$ cat config.mk
export PLATFORM = sky130hd
export DESIGN_NAME = float_mul
export DESIGN_NICKNAME = d
export VERILOG_FILES = /design/src/rtl/float_mul_pkg.sv /design/src/rtl/float_mul_shift_to_msb_equ_1.sv /design/src/rtl/float_mul.sv
export SDC_FILE = /design/constraint.sdc
export NUM_CORES = 2
export LEC_CHECK = 0
export ABC_CLOCK_PERIOD_IN_PS = 7300
export BUFFER_PORTS_ARGS = -buffer_cell sky130_fd_sc_hd__buf_2
export CELL_PAD_IN_SITES_DETAIL_PLACEMENT = 1
export CELL_PAD_IN_SITES_GLOBAL_PLACEMENT = 2
export CORE_ASPECT_RATIO = 0.75
export CORE_MARGIN = 1.5
export CORE_UTILIZATION = 36
export DETAILED_ROUTE_END_ITERATION = 8
export PLACE_DENSITY = 0.8
export SKIP_CTS_REPAIR_TIMING = 1
export SYNTH_ARGS = -nofsm -noshare
export SYNTH_HDL_FRONTEND = slang
export SYNTH_SLANG_ARGS = --single-unit
export TNS_END_PERCENT = 1
$ cat constraint.sdc
create_clock -name clk -period 7.3 [get_ports clk]
set_input_delay 1.095 -clock clk [delete_from_list [all_inputs] [get_ports clk]]
set_output_delay 1.095 -clock clk [all_outputs]
set_load 0.005 [all_outputs]
$ cat src/rtl/float_mul_pkg.sv
`default_nettype none
// ============================================================================
//  Module   : float_mul_pkg
//  Brief    : Shared FPU definitions: rounding modes, special encodings,
//             operand class bits and small helper functions.
//  Revision : 1.0 - initial release
// ============================================================================
package float_mul_pkg;

    // Rounding-mode encoding shared with the pipelined divider
    localparam logic [1:0] RM_RNE = 2'b00;  // nearest, ties to even
    localparam logic [1:0] RM_RD  = 2'b01;  // toward -inf
    localparam logic [1:0] RM_RU  = 2'b10;  // toward +inf
    localparam logic [1:0] RM_RZ  = 2'b11;  // toward zero

    // Special single-precision encodings (sign bit cleared)
    localparam logic [31:0] ZERO    = 32'h0000_0000;
    localparam logic [31:0] INF     = 32'h7F80_0000;
    localparam logic [31:0] MAX     = 32'h7F7F_FFFF;
    localparam logic [31:0] NAN_VAL = 32'h7FC0_0000;

    // Operand class bits: exponent all-zero, exponent all-one, fraction zero
    typedef struct packed {
        logic e00;
        logic eff;
        logic f00;
    } fp_class_t;

    function automatic fp_class_t classify(input logic [31:0] x);
        fp_class_t c;
        c.e00 = (x[30:23] == 8'h00);
        c.eff = (x[30:23] == 8'hFF);
        c.f00 = (x[22:0] == 23'd0);
        return c;
    endfunction

    // Rounding increment from guard/round/sticky and the kept LSB
    function automatic logic round_inc(input logic [1:0] rm, input logic sign,
                                       input logic lsb, input logic g,
                                       input logic r, input logic st);
        logic inc;
        case (rm)
            RM_RNE:  inc = g & (r | st | lsb);
            RM_RD:   inc = (g | r | st) & sign;
            RM_RU:   inc = (g | r | st) & ~sign;
            RM_RZ:   inc = 1'b0;
            default: inc = 1'b0;
        endcase
        return inc;
    endfunction

endpackage
`default_nettype wire

$ cat src/rtl/float_mul_shift_to_msb_equ_1.sv
`default_nettype none
// ============================================================================
//  Module   : shift_to_msb_equ_1
//  Brief    : Left-normalises a 24-bit significand so its MSB is 1 and
//             reports the shift amount (0..23). An all-zero input reports 23;
//             callers treat zero operands as a special case.
//  Revision : 1.0 - initial release
// ============================================================================
module shift_to_msb_equ_1 (
    input  logic [23:0] i_din,
    output logic [23:0] o_dout,
    output logic [4:0]  o_sh
);

    // Find the highest set bit; scanning upward leaves the last hit in o_sh
    always_comb begin
        o_sh = 5'd23;
        for (int i = 0; i < 24; i++) begin
            if (i_din[i]) o_sh = 5'(23 - i);
        end
        o_dout = i_din << o_sh;
    end

endmodule
`default_nettype wire

$ cat src/rtl/float_mul.sv
`default_nettype none
// ============================================================================
//  Module   : float_mul
//  Brief    : Pipelined IEEE-754 single-precision multiplier.
//             Stage 1 holds unpacked/normalised operands, stage 2 the 48-bit
//             significand product, stage 3 the normalised value with
//             guard/round/sticky; the output register rounds and packs.
//             Result appears 3 advancing edges after capture; busy covers the
//             three internal stages.
//  Revision : 1.0 - initial release
// ============================================================================
module float_mul #(
    parameter int unsigned STAGES  = 3,
    parameter logic [31:0] NAN_VAL = 32'h7FC0_0000
) (
    input  logic        clk,
    input  logic        rst_n,
    input  logic        en,
    input  logic        fmul,
    input  logic [31:0] a,
    input  logic [31:0] b,
    input  logic [1:0]  rm,
    output logic [31:0] s,
    output logic        s_valid,
    output logic        busy
);
    import float_mul_pkg::*;

    // ------------------------------------------------------------------
    // E1: classify and unpack
    // ------------------------------------------------------------------
    fp_class_t   w_ca, w_cb;
    logic [23:0] w_ma_raw, w_mb_raw, w_ma_n, w_mb_n;
    logic [4:0]  w_sh_a, w_sh_b;
    logic [9:0]  w_e1;

    assign w_ca = classify(a);
    assign w_cb = classify(b);

    // Subnormals carry the fraction one place up so the exponent base is 0
    assign w_ma_raw = w_ca.e00 ? {a[22:0], 1'b0} : {1'b1, a[22:0]};
    assign w_mb_raw = w_cb.e00 ? {b[22:0], 1'b0} : {1'b1, b[22:0]};

    shift_to_msb_equ_1 u_norm_a (
        .i_din  (w_ma_raw),
        .o_dout (w_ma_n),
        .o_sh   (w_sh_a)
    );

    shift_to_msb_equ_1 u_norm_b (
        .i_din  (w_mb_raw),
        .o_dout (w_mb_n),
        .o_sh   (w_sh_b)
    );

    assign w_e1 = {2'b00, a[30:23]} + {2'b00, b[30:23]} - 10'd127
                - {5'b00000, w_sh_a} - {5'b00000, w_sh_b};

    // ------------------------------------------------------------------
    // Stage registers
    // ------------------------------------------------------------------
    logic [STAGES-1:0] r_vld;

    logic        r_s1_sign;
    logic [1:0]  r_s1_rm;
    logic [9:0]  r_s1_e;
    logic [23:0] r_s1_ma, r_s1_mb;
    fp_class_t   r_s1_ca, r_s1_cb;

    logic        r_s2_sign;
    logic [1:0]  r_s2_rm;
    logic [9:0]  r_s2_e;
    logic [47:0] r_s2_p;
    fp_class_t   r_s2_ca, r_s2_cb;

    logic        r_s3_sign;
    logic [1:0]  r_s3_rm;
    logic [9:0]  r_s3_e;
    logic [23:0] r_s3_sig;
    logic        r_s3_g, r_s3_r, r_s3_st;
    logic        r_s3_nan, r_s3_inf, r_s3_zero;

    // ------------------------------------------------------------------
    // E3a: normalise the product and denormalise on underflow
    // ------------------------------------------------------------------
    logic [25:0] w_x;       // {sig[23:0], guard, round}
    logic        w_st;
    logic [9:0]  w_en;
    logic [5:0]  w_k;
    logic [51:0] w_ext;
    logic        w_nan, w_inf, w_zero;

    // Pick the product window, then right-shift into the subnormal range
    always_comb begin
        w_x   = '0;
        w_st  = 1'b0;
        w_en  = r_s2_e;
        w_k   = '0;
        w_ext = '0;
        if (r_s2_p[47]) begin
            w_x  = r_s2_p[47:22];
            w_st = |r_s2_p[21:0];
            w_en = r_s2_e + 10'd1;
        end else begin
            w_x  = r_s2_p[46:21];
            w_st = |r_s2_p[20:0];
        end
        if ($signed(w_en) <= 0) begin
            // Shifts of 26 or more push every kept bit into sticky
            if ($signed(w_en) < -10'sd25) w_k = 6'd26;
            else                          w_k = 6'(10'd1 - w_en);
            w_ext = {w_x, 26'd0} >> w_k;
            w_x   = w_ext[51:26];
            w_st  = w_st | (|w_ext[25:0]);
            w_en  = '0;
        end
    end

    // Special-value flags; NaN outranks inf, inf outranks zero
    assign w_nan  = (r_s2_ca.eff & ~r_s2_ca.f00) | (r_s2_cb.eff & ~r_s2_cb.f00)
                  | (r_s2_ca.eff & r_s2_ca.f00 & r_s2_cb.e00 & r_s2_cb.f00)
                  | (r_s2_cb.eff & r_s2_cb.f00 & r_s2_ca.e00 & r_s2_ca.f00);
    assign w_inf  = (r_s2_ca.eff & r_s2_ca.f00) | (r_s2_cb.eff & r_s2_cb.f00);
    assign w_zero = (r_s2_ca.e00 & r_s2_ca.f00) | (r_s2_cb.e00 & r_s2_cb.f00);

    // ------------------------------------------------------------------
    // E3b: round, detect overflow, apply specials, pack
    // ------------------------------------------------------------------
    logic        w_inc;
    logic [24:0] w_sum;
    logic [9:0]  w_exp;
    logic        w_ovf_inf;
    logic [31:0] w_res;

    // Round the kept significand and build the final encoding
    always_comb begin
        w_inc = round_inc(r_s3_rm, r_s3_sign, r_s3_sig[0], r_s3_g, r_s3_r, r_s3_st);
        w_sum = {1'b0, r_s3_sig} + {24'd0, w_inc};
        // Carry-out bumps the exponent; a subnormal reaching 1.0 becomes exp 1
        w_exp = r_s3_e + {9'd0, w_sum[24] | ((r_s3_e == 10'd0) & w_sum[23])};
        w_ovf_inf = (r_s3_rm == RM_RNE)
                  | ((r_s3_rm == RM_RU) & ~r_s3_sign)
                  | ((r_s3_rm == RM_RD) &  r_s3_sign);
        w_res = {r_s3_sign, w_exp[7:0], w_sum[22:0]};
        if (r_s3_nan) begin
            w_res = NAN_VAL;
        end else if (r_s3_inf) begin
            w_res = {r_s3_sign, INF[30:0]};
        end else if (r_s3_zero) begin
            w_res = {r_s3_sign, ZERO[30:0]};
        end else if (w_exp >= 10'd255) begin
            w_res = w_ovf_inf ? {r_s3_sign, INF[30:0]} : {r_s3_sign, MAX[30:0]};
        end
    end

    // Advance all stages together on en; reset clears every stage
    always_ff @(posedge clk) begin
        if (!rst_n) begin
            r_vld     <= '0;
            r_s1_sign <= 1'b0;
            r_s1_rm   <= '0;
            r_s1_e    <= '0;
            r_s1_ma   <= '0;
            r_s1_mb   <= '0;
            r_s1_ca   <= '0;
            r_s1_cb   <= '0;
            r_s2_sign <= 1'b0;
            r_s2_rm   <= '0;
            r_s2_e    <= '0;
            r_s2_p    <= '0;
            r_s2_ca   <= '0;
            r_s2_cb   <= '0;
            r_s3_sign <= 1'b0;
            r_s3_rm   <= '0;
            r_s3_e    <= '0;
            r_s3_sig  <= '0;
            r_s3_g    <= 1'b0;
            r_s3_r    <= 1'b0;
            r_s3_st   <= 1'b0;
            r_s3_nan  <= 1'b0;
            r_s3_inf  <= 1'b0;
            r_s3_zero <= 1'b0;
        end else if (en) begin
            r_vld <= {r_vld[STAGES-2:0], fmul};
            if (fmul) begin
                r_s1_sign <= a[31] ^ b[31];
                r_s1_rm   <= rm;
                r_s1_e    <= w_e1;
                r_s1_ma   <= w_ma_n;
                r_s1_mb   <= w_mb_n;
                r_s1_ca   <= w_ca;
                r_s1_cb   <= w_cb;
            end
            r_s2_sign <= r_s1_sign;
            r_s2_rm   <= r_s1_rm;
            r_s2_e    <= r_s1_e;
            r_s2_p    <= {24'd0, r_s1_ma} * {24'd0, r_s1_mb};
            r_s2_ca   <= r_s1_ca;
            r_s2_cb   <= r_s1_cb;
            r_s3_sign <= r_s2_sign;
            r_s3_rm   <= r_s2_rm;
            r_s3_e    <= w_en;
            r_s3_sig  <= w_x[25:2];
            r_s3_g    <= w_x[1];
            r_s3_r    <= w_x[0];
            r_s3_st   <= w_st;
            r_s3_nan  <= w_nan;
            r_s3_inf  <= w_inf;
            r_s3_zero <= w_zero;
        end
    end

    // Output register; s holds its last value across bubbles
    always_ff @(posedge clk) begin
        if (!rst_n) begin
            s       <= '0;
            s_valid <= 1'b0;
        end else if (en) begin
            s_valid <= r_vld[STAGES-1];
            if (r_vld[STAGES-1]) s <= w_res;
        end
    end

    assign busy = |r_vld;

endmodule
`default_nettype wire

==> metrics <==
minimum clock period=7100 ps; RR Endpoint=r_s2_p[40]; worst path required time=around 7800 ps; Synth async-reset ratio=0%; Cell Area, Synth=between 0.03 and 0.04 mm²; post-synthesis cell type with the largest combined area=fa_1; synth top area cells=fa_1 (30%), dfxtp_1 (13%), ha_1 (7.5%), inv_1 (6.2%), nand2_1 (6.1%); clock buffer count from CTS=27; first-pass GRT wire length=179 mm; Die H=266 µm; drt drc=0; Via density=5.42; drt wl/cell=21.3 µm; initial antenna violation count=3; Post-synth EDFFs=0; drt pass-1 iters=5; WS Path Type=reg2reg; Max Cap Violations=0; total track usage=between 20% and 30%; IO Port Bufs=103; Seq/Total Area, Yosys=around 13%; VDD IR max=0.000132 V; antenna-violating nets left=0; routed wire length=between 100 and 150 mm; Clock Latency Late Sink=600 ps; Slew headroom=18.3%; Synth Register Bits=213; Placed Instance Area=0.0359 mm²; CP endpoint kind=flip-flop; crit path DAT=around 7600 ps; R2R Path Start=r_s1_mb[5]; CTS tree=done; drt first-iter violations=2,028; fin area=0.0371 mm²; die area=~0.094 mm²; worst slew pin tran=between 1000 and 1500 ps; layout cells sized above 1=11.2%; Hold Crit Class=reg2reg; RSZ-0062 raised after global routing=yes; post-synthesis net count=roughly 4,800; Reg clk slew, reported paths=80 ps; endpoints failing hold=0; fin nets=4,855; yosys warns=0; # diodes=0; f_max=141 MHz; Synth Area per Inst=between 8 and 9 µm²; Post-synth top flop=dfxtp_1; crit path launch=r_s1_mb[5]; routability cong.=0.954; Non-Filler Instances=5,339; fin util=40.7%; Cells after Synth=4,016; Leakage=16.9 nW; # placed instances=approximately 5,300; Final period util=97.3%; Root Buffer Master=clkbuf_16; Final Max Tran Viols=0; Overflow after GRT=0; CP endpoint=r_s2_p[40]; number of I/O pins=104; count leader, synth=inv_1; Initial Util=36.3%; # rows=96; die extent in x=between 300 and 400 µm; largest net degree at the start of global routing=95; area delta synth->final=12.1%; number of cells on the worst reg-to-reg path=27; Synth top area share=between 20% and 30%; Vias=28,900; crit path launch type=flip-flop; setup TNS=0 ps; post-synth cell types=92; internal reg-to-reg setup slack=200 ps; status=finished clean; Core Area=0.0913 mm²; vias in the first global route=roughly 30,000; buffer depth of the longest clock path=3; most common library cells after synthesis=inv_1 (550), nand2_1 (540), fa_1 (493); H-Tree Depth=1; Setup Skew=58.5 ps; Worst Hold Slack=460 ps; final setup fails=0; clk sinks=213; Pwr Density=118 mW/mm²; DP HPWL=92.8 mm; Max FO, Critical Path=11
cells in the final DEF, fill, tap and decap left out, types with 16 or more instances in the layout:
cell type	synthesis	layout
xor2_1	31	31
o21ai_0	121	119
and3_1	23	23
o21a_1	16	16
mux2_2	23	23
inv_1	550	549
dfxtp_1	213	186
nand4_1	17	17
buf_2	16	102
nor2_1	282	281
buf_4	6	152
buf_12	0	24
clkbuf_16	0	28
a211oi_1	42	40
and2_1	238	238
xnor2_1	53	53
a221oi_1	17	16
a31oi_1	23	23
ha_1	198	197
o211ai_1	27	27
a22oi_1	28	28
a21o_1	40	40
nand3_1	101	101
dfxtp_2	0	20
nor3_1	55	55
o22ai_1	19	19
nand2_1	540	537
fa_1	493	492
mux2i_1	144	144
a21oi_1	219	217
nor4_1	26	26
layer usage:
layer,vias to the layer above,track usage [%],share of wire [%]
li1,13300,-,-
met1,14800,36.7,50
met2,768,36.3,43
met3,103,3.56,6.5
met4,4,3.67,1.5
met5,-,0,0.022
stage by stage:
step                worst slack (ps)  power [mW]
finish                           197        4.40
global route                   -28.5        4.64
CTS                             -258        4.40
detailed placement              -205        2.90
global placement               -85.7        2.86
floorplan                        191        2.31
worst max-delay path, cell delays in order, from the launching register on:
cell	delay (ps)
dfxtp_2	360
buf_12	140
buf_4	160
nand2_1	80
fa_1	480
inv_1	50
fa_1	480
fa_1	560
inv_1	70
fa_1	500
inv_1	60
fa_1	560
inv_1	70
fa_1	490
inv_1	60
fa_1	500
ha_4	290
nand3_1	80
buf_4	150
or4_1	500
o211ai_1	280
a21oi_2	130
o211ai_1	190
buf_4	160
a41o_1	200
xor2_1	190
mux2i_1	100
nor2_1	100
worst min path at each step:
| stage | cells after the start | slack, ps | endpoint | from |
|---|---|---|---|---|
| 6_report | 2 | 460 | r_s1_ca[2] | r_s1_ca[2] |
| 5_1_grt | 2 | 480 | r_s1_ca[2] | r_s1_ca[2] |
| 4_1_cts | 2 | 460 | r_s1_ca[2] | r_s1_ca[2] |
| 3_5_place_dp | 2 | 450 | r_s1_ca[2] | r_s1_ca[2] |
| 3_3_place_gp | 2 | 440 | r_s1_e[7] | r_s1_e[7] |
| 2_1_floorplan | 2 | 430 | r_s1_e[4] | r_s1_e[4] |
final cells by class:
type,instances,area (µm²)
Fill cell,11000,54200
Multi-Input combinational cell,3011,26000
Sequential cell,213,4320
Timing Repair Buffer,291,2290
Inverter,550,2070
Tap cell,1225,1530
Clock buffer,33,748
Clock inverter,16,214
report_power, final:
group          internal [mW]  switching (mW)
Clock                  0.878           0.608
Sequential              1.23          0.0829
Combinational          0.607           0.993
sequential cells by signal, indices dropped and copies added, names as in the netlist, 3 cells and up:
| register | count |
|---|---|
| r_s1_ma | 24 |
| r_s1_ca | 3 |
| r_s3_sig | 24 |
| r_s3_e | 10 |
| r_vld | 3 |
| r_s1_cb | 3 |
| r_s2_cb | 3 |
| r_s2_ca | 3 |
| r_s2_e | 10 |
| s | 32 |
| r_s2_p | 48 |
| r_s1_mb | 24 |
| r_s1_e | 10 |
cells by family (layout without fill, tap and decap cells):
family | Yosys count | count (layout) | synth area share, %
mux | 170 | 170 | 5.26
fa+ha+maj | 691 | 691 | 37.3
simple gates | 1366 | 1366 | 19.2
xor+xnor | 87 | 87 | 2.40
buf+inv | 792 | 890 | 9.15
flops | 213 | 213 | 12.9
compound gates | 697 | 697 | 13.8
Note: power is estimated with default switching activity, not from simulation.
